$ cat config.mk
export PLATFORM = sky130hd
export DESIGN_NAME = pipeline_hazard_ctrl
export DESIGN_NICKNAME = d
export VERILOG_FILES = /design/src/rtl/pipeline_hazard_ctrl.sv
export SDC_FILE = /design/constraint.sdc
export NUM_CORES = 1
export LEC_CHECK = 0
export CAP_MARGIN = 20
export CORE_MARGIN = 2
export CORE_UTILIZATION = 21
export DETAILED_ROUTE_END_ITERATION = 16
export HOLD_SLACK_MARGIN = 0.15
export PLACE_DENSITY = 0.85
export SYNTH_ARGS = -nofsm -noshare
export SYNTH_HDL_FRONTEND = slang
export SYNTH_SLANG_ARGS = --single-unit
export TNS_END_PERCENT = 50
$ cat constraint.sdc
create_clock -name clk -period 2.1 [get_ports clk]
set_clock_uncertainty 0.15 [all_clocks]
set_input_delay 0.315 -clock clk [delete_from_list [all_inputs] [get_ports clk]]
set_output_delay 0.315 -clock clk [all_outputs]
set_load 0.02 [all_outputs]
$ cat src/rtl/pipeline_hazard_ctrl.sv
// Pipeline sequencing controller for the 16-bit SIMPLE core: load-use stalls, branch flushes, HLT/resume.
// Optional HAZARD_PERF_COUNTERS_EN adds saturating stall/flush event counters.
module pipeline_hazard_ctrl #(
  parameter int          STALL_CYCLES = 1,
  parameter logic [15:0] NOP_CMD      = 16'b11_000_000_1011_0000
) (
  input  logic        clk,
  input  logic        rst,
  input  logic [15:0] id_cmd,
  input  logic [15:0] ex_cmd,
  input  logic        ex_valid,
  input  logic        branch_taken,
  input  logic        resume,
  output logic        pc_we,
  output logic        ifid_we,
  output logic        ifid_flush,
  output logic        idex_bubble,
  output logic [15:0] idex_nop,
  output logic        halted,
  output logic [1:0]  state
`ifdef HAZARD_PERF_COUNTERS_EN
  ,
  output logic [15:0] stall_count,
  output logic [15:0] flush_count
`endif
);

  localparam logic [1:0] S_RUN   = 2'b00;
  localparam logic [1:0] S_STALL = 2'b01;
  localparam logic [1:0] S_HALT  = 2'b10;
  localparam logic [2:0] STALL_INIT = 3'(STALL_CYCLES - 1);

  logic [1:0] state_q, state_d;
  logic [2:0] cnt_q, cnt_d;
  logic       hazard;
  logic       stall_ev;
  logic       flush_ev;
  logic       unused_bits;

  function automatic logic is_load(input logic [15:0] cmd);
    return cmd[15:14] == 2'b00;
  endfunction

  function automatic logic is_hlt(input logic [15:0] cmd);
    return (cmd[15:14] == 2'b11) && (cmd[7:4] == 4'b1111);
  endfunction

  // Which source registers a decode-stage command actually reads.
  function automatic logic reads_reg(input logic [15:0] cmd, input logic [2:0] r);
    logic rd_ra;
    logic rd_rb;
    rd_ra = 1'b0;
    rd_rb = 1'b0;
    case (cmd[15:14])
      2'b11: begin
        if (cmd[7:4] != 4'b1111 && cmd[7:4] != 4'b1011) begin
          rd_ra = 1'b1;
          rd_rb = 1'b1;
        end
      end
      2'b00: rd_rb = 1'b1;
      2'b01: begin
        rd_ra = 1'b1;
        rd_rb = 1'b1;
      end
      default: rd_rb = 1'b1;
    endcase
    return (rd_ra && cmd[13:11] == r) || (rd_rb && cmd[10:8] == r);
  endfunction

  assign unused_bits = ^{id_cmd[3:0], ex_cmd[10:0]};
  assign hazard      = ex_valid && is_load(ex_cmd) && reads_reg(id_cmd, ex_cmd[13:11]);
  assign idex_nop    = NOP_CMD;
  assign state       = state_q;

  always_comb begin
    pc_we       = 1'b1;
    ifid_we     = 1'b1;
    ifid_flush  = 1'b0;
    idex_bubble = 1'b0;
    halted      = 1'b0;
    state_d     = state_q;
    cnt_d       = cnt_q;
    stall_ev    = 1'b0;
    flush_ev    = 1'b0;
    case (state_q)
      S_RUN: begin
        // A taken branch means id_cmd is on the wrong path, so it outranks HLT and hazards.
        if (branch_taken) begin
          ifid_flush  = 1'b1;
          idex_bubble = 1'b1;
          flush_ev    = 1'b1;
          cnt_d       = 3'd0;
        end else if (is_hlt(id_cmd)) begin
          pc_we   = 1'b0;
          ifid_we = 1'b0;
          state_d = S_HALT;
        end else if (hazard) begin
          pc_we       = 1'b0;
          ifid_we     = 1'b0;
          idex_bubble = 1'b1;
          stall_ev    = 1'b1;
          if (STALL_CYCLES > 1) begin
            state_d = S_STALL;
            cnt_d   = STALL_INIT;
          end
        end
      end
      S_STALL: begin
        if (branch_taken) begin
          ifid_flush  = 1'b1;
          idex_bubble = 1'b1;
          flush_ev    = 1'b1;
          state_d     = S_RUN;
          cnt_d       = 3'd0;
        end else begin
          pc_we       = 1'b0;
          ifid_we     = 1'b0;
          idex_bubble = 1'b1;
          stall_ev    = 1'b1;
          cnt_d       = (cnt_q == 3'd0) ? 3'd0 : cnt_q - 3'd1;
          if (cnt_q <= 3'd1) state_d = S_RUN;
        end
      end
      S_HALT: begin
        pc_we       = 1'b0;
        ifid_we     = 1'b0;
        idex_bubble = 1'b1;
        halted      = 1'b1;
        if (resume) state_d = S_RUN;
      end
      default: begin
        pc_we       = 1'b0;
        ifid_we     = 1'b0;
        idex_bubble = 1'b1;
        state_d     = S_RUN;
        cnt_d       = 3'd0;
      end
    endcase
    if (rst) begin
      pc_we       = 1'b0;
      ifid_we     = 1'b0;
      ifid_flush  = 1'b1;
      idex_bubble = 1'b1;
      halted      = 1'b0;
      stall_ev    = 1'b0;
      flush_ev    = 1'b0;
    end
  end

  always_ff @(posedge clk) begin
    if (rst) begin
      state_q <= S_RUN;
      cnt_q   <= 3'd0;
    end else begin
      state_q <= state_d;
      cnt_q   <= cnt_d;
    end
  end

`ifdef HAZARD_PERF_COUNTERS_EN
  function automatic logic [15:0] sat_inc(input logic [15:0] v);
    return (v == 16'hFFFF) ? v : v + 16'd1;
  endfunction

  always_ff @(posedge clk) begin
    if (rst) begin
      stall_count <= 16'd0;
      flush_count <= 16'd0;
    end else begin
      if (stall_ev) stall_count <= sat_inc(stall_count);
      if (flush_ev) flush_count <= sat_inc(flush_count);
    end
  end
`endif

endmodule

# Word-level counts from Yosys, hierarchy flattened
# Cells that the tools add are included.
[word_totals]
latch_bits = 0
elab_cells = 60
mem_count = 0
mem_bits_ro = 0
regBits = 5
ram_bits = 0
[classes]
n_mux = 28
addsub = 1
n_shift = 0
div = 0
eq_ne = 14
n_bitwise = 1
mul = 0
n_lt_le_gt_ge = 1
n_reduce_logical = 13
[ops]
columns = ["operator", "n"]
rows = [
  ["1-bit 2-to-1 mux", 16],
  ["2-bit 2-to-1 mux", 5],
  ["3-bit 2-to-1 mux", 3],
  ["3-bit case mux with 3 select lines", 1],
  ["2-bit inequality test (second input constant)", 4],
  ["4-bit inequality test (second input constant)", 2],
  ["3-bit == test", 2],
  ["1-bit logical AND", 6],
  ["2-bit case mux with 3 select lines", 1],
  ["2-bit by 1-bit == test with 1-bit output (second input constant)", 2],
  ["2-bit == test (second input constant)", 2],
  ["4-bit == test (second input constant)", 1],
  ["2-bit logical NOT", 2],
  ["1-bit case mux with 2 select lines", 2],
  ["4-bit AND reduction", 1],
  ["3-bit by 1-bit <= comparator with 1-bit output (second input constant)", 1],
  ["3-bit logical NOT", 1],
  ["3-bit inequality test (second input constant)", 1],
  ["3-bit by 1-bit subtractor with 3-bit output (second input constant)", 1],
  ["2-bit AND reduction", 1],
  ["2-bit OR reduction", 1],
  ["1-bit logical OR", 1],
  ["1-bit inverter", 1],
]

# Logic depth before layout (Yosys ltp)
# Gate-level depths: netlist (run 1).
[logic_depth]
word_depth = 12
mapped_depth = 5
mapped_depth_nobuf = 4

# Worst setup path after synthesis (run 1)
# No wires, ideal clock.
[synth_timing]
path_kind = "input to output"
start = "input port id_cmd[7]"
end = "output port pc_we"
setup_slack_ps = -46
t_arrival_ps = 1681
required_ps = 1635
path_stages = 5
path_cell_list = "nand3_1 > o211ai_1 > a211oi_1 > nor4_1 > buf_4"
[synth_via]
elab_chain_cells = 12
elab_cells_between_ends = 17
[synth_lines]
columns = ["item", "line", "source"]
rows = [
  ["from (decl)", "9", "input logic [15:0] id_cmd,"],
  ["4-bit inequality test", "56", "if (cmd[7:4] != 4'b1111 && cmd[7:4] != 4'b1011) begin"],
  ["1-bit logical AND", "56", ""],
  ["1-bit 2-to-1 mux", "56", ""],
  ["1-bit case mux with 2 select lines / 1-bit 2-to-1 mux (equally long branches)", "54", "case (cmd[15:14])"],
  ["1-bit logical AND", "68", "return (rd_ra && cmd[13:11] == r) || (rd_rb && cmd[10:8] == r);"],
  ["1-bit logical OR", "68", ""],
  ["1-bit logical AND", "72", "assign hazard = ex_valid && is_load(ex_cmd) && reads_reg(id_cmd, ex_cmd[13:11]);"],
  ["1-bit 2-to-1 mux", "n/a", ""],
  ["1-bit 2-to-1 mux * (2 in series)", "n/a", ""],
  ["1-bit case mux with 2 select lines *", "n/a", ""],
  ["1-bit 2-to-1 mux *", "n/a", ""],
  ["to (decl)", "14", "output logic pc_we,"],
]
# Every way passes the cells marked *; elsewhere a longest branch is shown, timed or not.

# Worst setup path after layout (run 1)
[layout_timing]
start = "input port ex_cmd[15]"
end = "output port ifid_we"
[layout_via]
elab_chain_cells = 8
[layout_lines]
columns = ["item", "line", "source"]
rows = [
  ["from (decl)", "10", "input logic [15:0] ex_cmd,"],
  ["2-bit logical NOT", "41", "return cmd[15:14] == 2'b00;"],
  ["1-bit logical AND (2 in series)", "72", ""],
  ["1-bit 2-to-1 mux", "98", "end else if (hazard) begin"],
  ["1-bit 2-to-1 mux", "94", "end else if (is_hlt(id_cmd)) begin"],
  ["1-bit 2-to-1 mux", "89", "if (branch_taken) begin"],
  ["1-bit case mux with 2 select lines", "86", "case (state_q)"],
  ["1-bit 2-to-1 mux", "140", "if (rst) begin"],
  ["to (decl)", "15", "output logic ifid_we,"],
]
# No other way between the ends.

==> impl_metrics.tcl, run 1 <==
set metrics [dict create \
    drc 0 \
    grt_overflow 0 \
    postPlaceCellArea_um2 559 \
    vias_per_cell 3.85 \
    grt_pass1_wl_um 1350 \
    synth_top_area_share 0.424 \
    synth_cell_types 17 \
    core_um2 1470 \
    start_kind "input port" \
    grt_usage 0.0901 \
    status "completed" \
    ir_drop_v 0.0000739 \
    layout_common_cells "17 x conb_1, 15 x dlygate4sd2_1, 8 x clkdlybuf4s50_1, 8 x buf_4, 6 x xnor2_1" \
    die_h_um 43.0 \
    num_vias 354 \
    p_leak_uw 0.000280 \
    r2r_slack_ps 1020 \
    crit_start "ex_cmd[15]" \
    crit_type "input port to output port" \
    fin_util 0.385 \
    drtIter0Drc 2 \
    yosysWarningCount 0 \
    fin_crit_ps 2010 \
    clk_pin_slew_worst_paths_ps 0 \
    synth_area_leaders "buf_4 42%, xnor2_1 16%, dfxtp_1 6.3%" \
    clkLatencyLatePin_ps 0 \
    cp.arrival_ps 1550 \
    start_util 0.217 \
    register_area_um2 20.0 \
    fin_area_um2 567 \
    portBuffers 27 \
    report.final.setup_viol 0 \
    netlist.top_cell.by_area "buf_4" \
    fin_nets 115 \
    areaGrowthSynthToFinish_pct 77.6 \
    multiInputGateArea_um2 224 \
    crit_end "ifid_we" \
    grt_pass1_vias 325 \
    final_common_cell "conb_1" \
    hold_path_class "flip-flop to flip-flop" \
    cp_max_fo 2 \
    fmax_mhz 496 \
    rows 14 \
    io_pins 60 \
    grt_start_max_net_pins 7 \
    r2r_cells 2 \
    slew_viol_final 0 \
    postRouteAntennaNets 0 \
    drt-wirelength-per-cell_um 8.40 \
    cp-end-kind "output port" \
    gp_congestion 0.661 \
    power.density_nw_per_um2 219 \
    n_antenna_cell 0 \
    drtPass1Iterations 2 \
    syn_avg_cell_area_um2 6.94 \
    routed_wl_um 773 \
    holdBufCountCts 0 \
    worstPathRequired_ps 1630 \
    r2r-start "state[1]$_SDFFE_PP0P_" \
    syn_area_um2 319 \
    layout-drive-gt1-share 0.145 \
    ys_ff_latch 1 \
    fillers 169 \
    place_hpwl_um 659 \
    antenna_found_initial 0 \
    die-area_um2 1850 \
    syn_inst 46 \
    drv_cap 0 \
    r2r-end "state[1]$_SDFFE_PP0P_" \
    chipWidth_um 43.0 \
    largest_reg_flops 1 \
    hold_viol 0 \
    ys_seq_area_frac 0.0627 \
    rsz0062_at_grt "false" \
    fin_crit_sh 0.959 \
]
[worst min-delay path by stage]
stage / start / end / cells past startpoint
floorplan: rst / state[1]$_SDFFE_PP0P_ / 1
global placement: state[1]$_SDFFE_PP0P_ / state[1]$_SDFFE_PP0P_ / 2
detailed placement: state[1]$_SDFFE_PP0P_ / state[1]$_SDFFE_PP0P_ / 2
CTS: state[1]$_SDFFE_PP0P_ / state[1]$_SDFFE_PP0P_ / 2
global route: state[1]$_SDFFE_PP0P_ / state[1]$_SDFFE_PP0P_ / 2
finish: state[1]$_SDFFE_PP0P_ / state[1]$_SDFFE_PP0P_ / 2
[area by class of cell]
class | instances | area share
Timing Repair Buffer | 33 | 0.521
Multi-Input combinational cell | 40 | 0.395
Sequential cell | 1 | 0.0353
Tap cell | 16 | 0.0353
Inverter | 2 | 0.0132
[stage by stage]
step / setup TNS [ps] / hold WS (ps) / power, uW / cells / setup slack (ps)
2_1_floorplan: 0 / 234 / 96.5 / 61 / 227
3_3_place_gp: -1280 / 379 / 128 / 89 / -421
3_5_place_dp: -1450 / 376 / 129 / 89 / -489
4_1_cts: 0 / 382 / 124 / 92 / 18.3
5_1_grt: 0 / 410 / 133 / 92 / 2.96
6_report: 0 / 383 / 124 / 92 / 85.4
[report_power, final]
group	internal, uW	switching [uW]	leakage [uW]	total [uW]
sequential	19.5	0.139	0.00000806	19.6
combinational	49.6	55.0	0.000272	105
clock	0	0	0	0
total	69.1	55.1	0.000280	124
[critical path, stage by stage]
cell and delay [ps]:
clkdlybuf4s50_1 400, nor2_1 100, o211ai_1 110, buf_4 150, a211oi_2 230, nor4_2 70
buf_4 160
[cell families (layout without fill, tap and decap cells)]
kind of cell	after synthesis	after routing	synth area share
flip-flops	1	1	0.0627
buffers and inverters	20	35	0.447
AO/OA/AOI/OAI	5	5	0.102
other	2	17	0.0235
XOR/XNOR	6	6	0.165
AND/OR/NAND/NOR	12	12	0.200
[synth_stat cells, drive strengths merged]
cell / count
a211oi: 1
a21o: 1
a21oi: 2
buf: 18
conb: 2
dfxtp: 1
inv: 2
nand2: 1
nand2b: 1
nand3: 2
nand4: 1
nor2: 3
nor4: 1
o211ai: 1
or3: 2
or4: 1
xnor2: 6
[repair_timing]
action,in CTS,in global routing
pin swaps,11,1
gates resized for setup,34,1
setup endpoints to repair,4,2
buffers inserted,3,0
[per-layer routing]
layer,vias to the layer above,GRT usage,share of wire,wire length (um)
met5,-,0,0,0
met4,0,0.0121,0.014,11
met3,2,0.0128,0.13,104
met2,26,0.185,0.57,440
met1,148,0.0964,0.28,216
li1,178,-,-,-
(Power assumes the default switching activity.)
==> run 2: changes to the inputs <==
--- a/config.mk
+++ b/config.mk
@@ -5,6 +5,7 @@
 export SDC_FILE = /design/constraint.sdc
 export NUM_CORES = 1
 export LEC_CHECK = 0
+export ABC_CLOCK_PERIOD_IN_PS = 2100
 export CAP_MARGIN = 20
 export CORE_MARGIN = 2
 export CORE_UTILIZATION = 21
==> constraint.sdc (replaced) <==
create_clock -name clk -period 2.1 [get_ports clk]
set_clock_uncertainty 0.15 [all_clocks]
set_input_delay 0.42 -clock clk [delete_from_list [all_inputs] [get_ports clk]]
set_output_delay 0.42 -clock clk [all_outputs]
set_load 0.02 [all_outputs]
==> run 2 against run 1 <==
  * Maximum frequency down 1.7%
  * Total power up 1.4%
  * First-iteration DRC count fell by 100%
  * Via count fell by 1.4%
  * Routed wire length rose by 3.2%
  * Register-to-register slack about the same
  * Largest cell class is now multi-input combinational cells
==> impl_metrics.tcl, run 2 (same netlist as run 1, synthesis figures left out) <==
set metrics [dict create \
    finalPower_uw 126 \
    fin_crit_sh 0.976 \
    grt_usage 0.0823 \
    layout_common_cells "17 x conb_1, 12 x clkbuf_2, 8 x buf_4" \
    critPathSlowestCell "a211oi_4" \
    holdBufCountCts 0 \
    routed_wl_um 798 \
    cp_max_fo 2 \
    num_vias 349 \
    hold_path_class "flip-flop to flip-flop" \
    io_pins 60 \
    power.density_nw_per_um2 223 \
    clkLatencyLatePin_ps 0 \
    hold_viol 0 \
    drt-wirelength-per-cell_um 8.67 \
    report.final.setup_viol 0 \
    layout-drive-gt1-share 0.368 \
    worstPathRequired_ps 1530 \
    start_util 0.217 \
    grt_pass1_wl_um 1250 \
    fmax_mhz 488 \
    rsz0062_at_grt "true" \
    areaGrowthSynthToFinish_pct 76.9 \
    slew_viol_final 0 \
    rows 14 \
    ir_drop_v 0.0000732 \
    slowest_delay_ps 230 \
    crit_path_cell_trace "clkdlybuf4s15_1, xnor2_1, nand3_1, buf_4, a211oi_4, nor4_4, buf_4" \
    p_leak_uw 0.000287 \
    chipWidth_um 43.0 \
    critical-path-top-delay-family "buffers and inverters" \
    fillers 163 \
    fin_nets 115 \
    gp_congestion 0.661 \
    place_hpwl_um 659 \
    die_h_um 43.0 \
    drv_cap 0 \
    whs_ps 402 \
    clk_pin_slew_worst_paths_ps 0 \
    crit_type "input port to output port" \
    grt_overflow 0 \
    cp.arrival_ps 1480 \
    final_common_cell "conb_1" \
    fin_crit_ps 2050 \
    postRouteAntennaNets 0 \
    n_antenna_cell 0 \
    grt_start_max_net_pins 7 \
    largest_reg_flops 1 \
    drtIter0Drc 0 \
    antenna_found_initial 0 \
    start_kind "input port" \
    core_um2 1470 \
    grt_pass1_vias 314 \
    die-area_um2 1850 \
    crit_top_cell "buf_4" \
    cp-end-kind "output port" \
    critPathBufInv 3 \
    vias_per_cell 3.79 \
    drc 0 \
    status "completed" \
    drtPass1Iterations 1 \
    portBuffers 27 \
]
run 2: cell count changes in the layout (fill, tap and decap cells not counted), sizes merged:
| cell | previous run | this run |
|---|---|---|
| buf | 9 | 10 |
| clkbuf | 0 | 12 |
| clkdlybuf4s15 | 0 | 2 |
| clkdlybuf4s50 | 8 | 2 |
| dlygate4sd2 | 15 | 5 |
| dlymetal6s2s | 1 | 2 |
run 2: metal layers:
metal	wire, um	up-vias	global-route usage
li1	-	179	-
met2	444	24	0.176
met4	0	0	0
met3	86	0	0.00426
met1	267	146	0.0914
met5	0	-	0
run 2: worst register-to-register path: cells and delay by family, from the launching register on:
kind / cells / cell delay, ps
AOI/OAI and AO/OA: 1 / 140
DFF: 1 / 350
and+or+nand+nor: 1 / 380
run 2: power by group:
group	leakage (uW)	internal, uW	total, uW	switching (uW)
combinational	0.000279	47.2	106	59.1
sequential	0.00000806	19.5	19.6	0.168
clock	0	0	0	0
total	0.000287	66.6	126	59.2
run 2: final cells by class:
| class | count | area, um^2 | share of cell area |
|---|---|---|---|
| well taps | 16 | 20.0 | 0.0355 |
| flip-flops and latches | 1 | 20.0 | 0.0355 |
| inverters | 2 | 7.51 | 0.0133 |
| repair buffers | 33 | 251 | 0.446 |
| multi-input cells | 40 | 265 | 0.470 |
run 2: worst paths after layout:
check,from,cells past startpoint,endpoint,slack [ps]
setup / recovery,id_cmd[10],7,ifid_we,50
hold / removal,state[1]$_SDFFE_PP0P_,2,state[1]$_SDFFE_PP0P_,400
setup reg to reg,state[1]$_SDFFE_PP0P_,2,state[1]$_SDFFE_PP0P_,1010
hold reg to reg,state[1]$_SDFFE_PP0P_,2,state[1]$_SDFFE_PP0P_,400
run 2: per-stage QoR:
stage / instances / util / TNS (ps) / cell area [um^2] / worst slack, ps
final: 92 / 0.384 / 0 / 564 / 51.4
after global placement: 89 / 0.380 / -2300 / 559 / -631
after global routing: 92 / 0.384 / -26.2 / 564 / -13.3
after floorplan: 61 / - / 0 / 382 / 16.9
after detailed placement: 89 / 0.380 / -2460 / 559 / -699
after CTS: 92 / 0.393 / -237 / 578 / -79.5
run 2: what timing repair did:
| item | 4_1_cts | 5_1_grt |
|---|---|---|
| hold endpoints to repair | 0 | 0 |
| gates cloned | 0 | 0 |
| buffers inserted | 3 | 0 |
| gates resized for setup | 48 | 29 |
| endpoints found under the setup margin | 5 | 3 |
| pin swaps | 13 | 16 |
==> run 3: changes to the inputs <==
--- a/config.mk
+++ b/config.mk
@@ -7,11 +7,14 @@
 export LEC_CHECK = 0
 export ABC_CLOCK_PERIOD_IN_PS = 2100
 export CAP_MARGIN = 20
+export CELL_PAD_IN_SITES_DETAIL_PLACEMENT = 1
+export CELL_PAD_IN_SITES_GLOBAL_PLACEMENT = 1
 export CORE_MARGIN = 2
-export CORE_UTILIZATION = 21
+export CORE_UTILIZATION = 11
 export DETAILED_ROUTE_END_ITERATION = 16
 export HOLD_SLACK_MARGIN = 0.15
-export PLACE_DENSITY = 0.85
+export MAX_ROUTING_LAYER = met4
+export PLACE_DENSITY = 0.82
 export SYNTH_ARGS = -nofsm -noshare
 export SYNTH_HDL_FRONTEND = slang
 export SYNTH_SLANG_ARGS = --single-unit
==> run 3 against run 2 <==
  * Global-route usage shrank 2.3 points
  * Via count up 6.9%
  * Flip-flop and latch count did not move
  * Register-to-register slack about the same
  * Maximum frequency is 1.5% lower
  * Combinational power up 9%
  * Utilization fell by 16 points
  * Total power up 8.1%
  * Largest power group unchanged
  * Highest routed layer unchanged
==> impl_metrics.tcl, run 3 (same netlist as run 1, synthesis figures left out) <==
set metrics [dict create \
    status "completed" \
    placed_cells 103 \
    cp_max_fo 2 \
    grt_pass1_vias 363 \
    crit_top_cell "buf_4" \
    grt_pass1_wl_um 1520 \
    rsz0062_at_grt "true" \
    r2r-start "state[1]$_SDFFE_PP0P_" \
    routed_wl_um 1040 \
    largest_reg_flops 1 \
    drv_cap 0 \
    tns_ps 0 \
    fin_nets 114 \
    r2r-end "state[1]$_SDFFE_PP0P_" \
    die-area_um2 3350 \
    vias_per_cell 3.52 \
    n_antenna_cell 0 \
    hold_start "state[1]$_SDFFE_PP0P_" \
    slew_viol_final 0 \
    critPathSlowestCell "dlygate4sd2_1" \
    hold_path_class "flip-flop to flip-flop" \
    drtIter0Drc 10 \
    grt_overflow 0 \
    fin_crit_sh 0.990 \
    drt-wirelength-per-cell_um 9.81 \
    slowest_delay_ps 240 \
    hold_viol 0 \
    start_util 0.116 \
    worstPathRequired_ps 1530 \
    crit_path_cell_trace "dlygate4sd2_1, nor2_2, o211ai_1, buf_4, a211oi_4, nor4_4, buf_4" \
    report.final.setup_viol 0 \
    place_hpwl_um 878 \
    fmax_mhz 481 \
    io_pins 60 \
    clk_pin_slew_worst_paths_ps 0 \
    grt_usage 0.0589 \
    clkLatencyLatePin_ps 0 \
    start_kind "input port" \
    fillers 348 \
    holdPathStages 2 \
    p_leak_uw 0.000303 \
    r2r_slack_ps 1010 \
    postRouteAntennaNets 0 \
    cp-end-kind "output port" \
    final_common_cell "conb_1" \
    register_area_um2 20.0 \
    critPathBufInv 3 \
    fin_crit_ps 2080 \
    core_um2 2760 \
    holdPathEnd "state[1]$_SDFFE_PP0P_" \
    finalPower_uw 136 \
    multiInputGateArea_um2 285 \
    antenna_found_initial 0 \
    portBuffers 27 \
    layout-drive-gt1-share 0.427 \
    r2r_cells 2 \
    drtPass1Iterations 2 \
    cp.arrival_ps 1510 \
    stdcell_count 106 \
    chipWidth_um 57.9 \
    layout_common_cells "17 x conb_1, 7 x buf_6, 7 x clkbuf_2, 7 x buf_4, 5 x dlygate4sd2_1" \
    areaGrowthSynthToFinish_pct 94.9 \
    num_vias 373 \
    crit_type "input port to output port" \
    critical-path-top-delay-family "buffers and inverters" \
    grt_start_max_net_pins 7 \
    gp_congestion 0.652 \
    power.density_nw_per_um2 219 \
    drc 0 \
    rows 19 \
    ir_drop_v 0.000123 \
    die_h_um 57.9 \
]
run 3: worst max-delay path by stage:
stage / slack (ps) / depth (start not counted) / startpoint / endpoint
2_1_floorplan: 20 / 5 / id_cmd[7] / pc_we
3_3_place_gp: -680 / 6 / id_cmd[14] / idex_bubble
3_5_place_dp: -710 / 6 / id_cmd[14] / ifid_we
4_1_cts: -100 / 6 / ex_cmd[11] / idex_bubble
5_1_grt: -50 / 7 / id_cmd[11] / pc_we
6_report: 20 / 7 / ex_cmd[14] / ifid_we
run 3: per-stage QoR:
| step | hold slack, ps | setup slack (ps) | instance area (um^2) | util |
|---|---|---|---|---|
| 2_1_floorplan | 339 | 16.9 | 382 | - |
| 3_3_place_gp | 379 | -680 | 571 | 0.207 |
| 3_5_place_dp | 386 | -706 | 571 | 0.207 |
| 4_1_cts | 382 | -98.7 | 596 | 0.216 |
| 5_1_grt | 456 | -51.2 | 622 | 0.225 |
| 6_report | 401 | 20.5 | 622 | 0.225 |
run 3: report_power, final:
part           switching (uW)  total [uW]  leakage (uW)  internal, uW
clock network               0           0             0             0
logic                    62.4         116      0.000295          54.1
registers               0.173        19.7    0.00000806          19.5
run 3: timing repair:
item,4_1_cts,5_1_grt
buffers inserted,3,0
resized for setup,54,41
setup endpoints to repair,5,5
pin swaps,16,17
hold buffers,0,0
run 3: final cells by class:
| type | instances | share of cell area |
|---|---|---|
| repair buffers | 32 | 0.435 |
| inverters | 2 | 0.0121 |
| well taps | 31 | 0.0624 |
| multi-input cells | 40 | 0.459 |
| flip-flops and latches | 1 | 0.0322 |
run 3: layer usage:
layer,track usage,wire length [um],vias up
met2,0.119,549,33
met5,-,0,-
met1,0.0621,316,165
met4,0,0,0
li1,-,-,175
met3,0.0112,174,0
run 3: tightest hold or removal path: stages (launching register included):
cell and delay, ps:
dfxtp_1 350, nand2b_1 100, a21oi_1 50
